**src/rtl/instr_fetch_seq.sv**
```systemverilog
// Instruction fetch sequencer: plays a preloaded program into the datapath with NOP spacing.
// Optional macro IF_BUBBLE_EN enables the BUBBLE state; without it words issue back-to-back.
module instr_fetch_seq #(
    parameter int DEPTH   = 64,
    parameter int ADDR_W  = 6,
    parameter int BUBBLES = 1
) (
    input  logic              CLK,
    input  logic              RST,
    input  logic              start,
    input  logic [ADDR_W-1:0] end_addr,
    input  logic              stall,
    input  logic              prog_we,
    input  logic [ADDR_W-1:0] prog_addr,
    input  logic [31:0]       prog_data,
    output logic [31:0]       instruction,
    output logic              instr_valid,
    output logic [31:0]       pc,
    output logic              busy,
    output logic              done
);

    if (DEPTH != (1 << ADDR_W)) begin : g_bad_depth
        $error("DEPTH must equal 2**ADDR_W");
    end
    if (BUBBLES < 1 || BUBBLES > 15) begin : g_bad_bubbles
        $error("BUBBLES must be in 1..15");
    end

`ifdef IF_BUBBLE_EN
    typedef enum logic [1:0] {IDLE, ISSUE, BUBBLE, DONE} state_t;
    localparam logic [3:0] BCNT_INIT = 4'(BUBBLES - 1);
    logic [3:0] bcnt;
`else
    typedef enum logic [1:0] {IDLE, ISSUE, DONE} state_t;
`endif

    state_t            state;
    logic [ADDR_W-1:0] idx;
    logic [ADDR_W-1:0] end_q;
    logic [ADDR_W-1:0] idx_nxt;
    logic              adv;
    logic              last;
    logic [31:0]       mem [DEPTH];

    assign idx_nxt = idx + ADDR_W'(1);
    assign last    = (idx == end_q);

    // The advance step fires at the end of the spacing for the current word.
`ifdef IF_BUBBLE_EN
    assign adv = !stall && (state == BUBBLE) && (bcnt == 4'd0);
`else
    assign adv = !stall && (state == ISSUE);
`endif

    assign busy        = (state != IDLE) && (state != DONE);
    assign instr_valid = (state == ISSUE);
    assign done        = (state == DONE);

    // Memory is not reset; writes only land while the sequencer is idle.
    always_ff @(posedge CLK) begin
        if (state == IDLE && prog_we)
            mem[prog_addr] <= prog_data;
    end

    always_ff @(posedge CLK) begin
        if (RST) begin
            state       <= IDLE;
            instruction <= '0;
            pc          <= '0;
            idx         <= '0;
            end_q       <= '0;
`ifdef IF_BUBBLE_EN
            bcnt        <= '0;
`endif
        end else begin
            case (state)
                IDLE: begin
                    if (start) begin
                        end_q       <= end_addr;
                        idx         <= '0;
                        pc          <= '0;
                        instruction <= mem[0];
                        state       <= ISSUE;
                    end
                end
`ifdef IF_BUBBLE_EN
                ISSUE: begin
                    if (!stall) begin
                        instruction <= '0;
                        bcnt        <= BCNT_INIT;
                        state       <= BUBBLE;
                    end
                end
                BUBBLE: begin
                    if (!stall && bcnt != 4'd0)
                        bcnt <= bcnt - 4'd1;
                end
`endif
                DONE: state <= IDLE;
                default: ;
            endcase

            if (adv) begin
                if (last) begin
                    instruction <= '0;
                    state       <= DONE;
                end else begin
                    idx         <= idx_nxt;
                    pc          <= pc + 32'd4;
                    instruction <= mem[idx_nxt];
                    state       <= ISSUE;
                end
            end
        end
    end

endmodule

```
**config.mk**
```make
export PLATFORM = sky130hd
export DESIGN_NAME = instr_fetch_seq
export DESIGN_NICKNAME = d
export VERILOG_FILES = /design/src/rtl/instr_fetch_seq.sv
export SDC_FILE = /design/constraint.sdc
export NUM_CORES = 2
export LEC_CHECK = 0
export ABC_CLOCK_PERIOD_IN_PS = 8000
export CORE_MARGIN = 1
export CORE_UTILIZATION = 45
export DETAILED_ROUTE_END_ITERATION = 10
export PLACE_DENSITY_LB_ADDON = 0.25
export SETUP_SLACK_MARGIN = 0.05
export SYNTH_ARGS = -nofsm -noshare
export SYNTH_HDL_FRONTEND = slang
export SYNTH_SLANG_ARGS = --single-unit
```
**constraint.sdc**
```tcl
create_clock -name CLK -period 8 [get_ports CLK]
set_input_delay 2 -clock CLK [delete_from_list [all_inputs] [get_ports CLK]]
set_output_delay 2 -clock CLK [all_outputs]
set_load 0.01 [all_outputs]
```
==> reports/summary.txt <==
Port Buf Inserts = 115
CP max FO = 23
Synth warn = 0
Final Worst Setup Slack = 2980 ps
Status = finished clean
Origin of the worst setup path = prog_addr[0]
Via Count = 40800
Remaining DRCs = 0
Rel. slew slack = 13.7%
Hold Buf Count CTS = 0
Post-synthesis sequential area ratio = 76.6%
Clk sink count = 2126
Logic pwr share = 4.4%
WL/cell = 30.3 µm
Pre-CTS WS = 2160 ps
Syn Area/Cell = 20.5 µm²
Most frequent cells in the layout = edfxtp_1 (2048), mux4_2 (514), nand2_1 (318)
Worst EP required = 8530 ps
Vias in the first global route = 40700
Async SR Flop Fraction = 0%
CTS Buf Count = 210
Clock root buffer = clkbuf_16
Max-Cap Viols = 0
Hpwl dp = 118 mm
H-tree levels = 4
Clock Skew = 38.4 ps
Synthesis-to-layout area growth = 13.6%
Layout Nets = 4287
Cell Area, Synth = 82400 µm²
Syn Inst Count = 4017
Die W = 430 µm
Final setup TNS = 0 ps
Clock latency at the later pin of the worst-skew pair = 840 ps
Largest net degree at the start of global routing = 106
Final period util = 62.7%
Net Sw Frac = 21.0%
Post-Route WL = 205 mm
Core ar. = 181000 µm²
Crit. End Element = register
Clk pwr share = 42.6%
Max Slew Vio Count = 0
Worst setup endpoint = mem[41][22]
R2R Path End = instruction[17]
Synth cell types = 58
Initial antenna violation count = 6
Initial Util = 45.4%
Filler cell count = 14200
Post-layout min period = 5020 ps
Crit Path Class = input pin to register
R2r setup slk = 3550 ps
Pwr/cell area = 248 nW/µm²
Post-synth EDFFs = 2048
Fmax = 199 MHz
First-pass GRT wire length = 296 mm
DIE AREA = 185000 µm²
GRT Overall Usage = 22.3%
Lkg Pwr = 28.3 nW
Max VDD drop = 0.000291 V
Arrival time at the worst endpoint = 5540 ps
Resize count post-CTS = 0
Reg-to-reg startpoint = idx[0]
Global placer's final weighted congestion = 0.830
Flop pwr share = 53.1%
Post-route ant nets = 0
Die Y = 430 µm
Post-CTS setup repair buffer count = 0
Worst reg-to-reg path cell count = 8
Grt total ovfl = 0
CTS tree = yes
Ys flop type = edfxtp_1
Placed Area = 86700 µm²
Commonest non-fill, non-tap cell in the layout = edfxtp_1
Syn_nets = 4068
Slew @ Worst Pin = 1290 ps
Num rows = 156
DRT iter0 DRCs = 4557
Final core utilization = 51.6%
Final instance area = 93600 µm²
I/O pin count = 116
Via-to-Cell Ratio = 6.01
Share of layout cells above drive strength 1 = 24.5%
Post-synthesis register bit count = 2126
Final Hold Fails = 0
RSZ-0062 raised after global routing = no
NetSw = 4.88 mW
Crit path launch type = input pin
First drt pass iteration count = 5
Worst min path class = register to register
CTS max path bufs = 3
Clk slew on worst S/H paths = 60 ps
Setup violators final = 0
Int Pwr = 18.3 mW
## power by group through the flow
stage	clock, mW	sequential [mW]	combinational, mW
final	9.88	12.3	1.01
after detailed placement	0	12.6	1.02
after floorplan	0	12.5	0.566
after global routing	10.4	12.3	1.08
after CTS	10.0	12.3	1.02
after global placement	0	12.6	1.01
## logic make-up after synthesis
kind of cell	share of synthesized area, %
AO/OA/AOI/OAI	2.06
XOR/XNOR	0.222
adder cells (fa/ha/maj)	0.0304
buffers and inverters	1.51
flip-flops	76.6
multiplexers	15.4
AND/OR/NAND/NOR	4.25
## worst min path at each step
stage / from / endpoint / slack [ps] / cells past startpoint
6_report: pc[1] / pc[1] / 470 / 1
5_1_grt: pc[1] / pc[1] / 480 / 1
4_1_cts: pc[1] / pc[1] / 470 / 1
3_5_place_dp: pc[1] / pc[1] / 470 / 1
3_3_place_gp: end_q[5] / end_q[5] / 460 / 2
2_1_floorplan: end_q[0] / end_q[0] / 450 / 2
## stage by stage
stage / std cells / hold WS [ps] / total power [mW]
after floorplan: 4017 / 449 / 13.1
after global placement: 6394 / 460 / 13.6
after detailed placement: 6394 / 466 / 13.6
after CTS: 6783 / 474 / 23.4
after global routing: 6784 / 483 / 23.8
final: 6786 / 472 / 23.2
## synth_stat cells, types with 42 or more instances
cell type  number  area (µm²)
edfxtp_1     2048       61500
mux4_2        514       11600
nand2_1       319        1200
nor2_1        125         469
buf_2          97         485
mux2i_1        95         951
a21oi_1        87         435
nand3_1        85         425
clkbuf_1       84         315
dfxtp_1        78        1560
and3_1         68         425
a31oi_1        51         319
nand2b_1       42         263
## metal layers
metal,GRT usage (%),vias to the layer above,wire (µm)
met5,0,-,0
met4,5.98,0,4950
met3,4.33,269,15500
met2,35.4,1597,99200
met1,31.7,21900,85700
li1,-,17000,-
## cell type report
class                           instances  area, µm²  share of cell area [%]
Inverter                                3       11.3                  0.0120
Multi-Input combinational cell       1649      18600                    19.9
Tap cell                             2370       2970                    3.17
Clock buffer                          265       5510                    5.89
Sequential cell                      2126      63100                    67.4
Timing Repair Buffer                  246       2070                    2.21
Clock inverter                        124       1340                    1.43
Antenna cell                            3       7.51                 0.00802
## worst max-delay path: stages
cell and delay, ps:
clkdlybuf4s50_1 710, or3b_2 570, or4b_2 960, nor2_4 940, buf_4 340
## state kept, by name, summed over array words and instances, names as in the netlist
register and flops:
end_q 6, instruction 32, state 2, idx 6
pc 32, mem 2048
(Power assumes the default switching activity.)
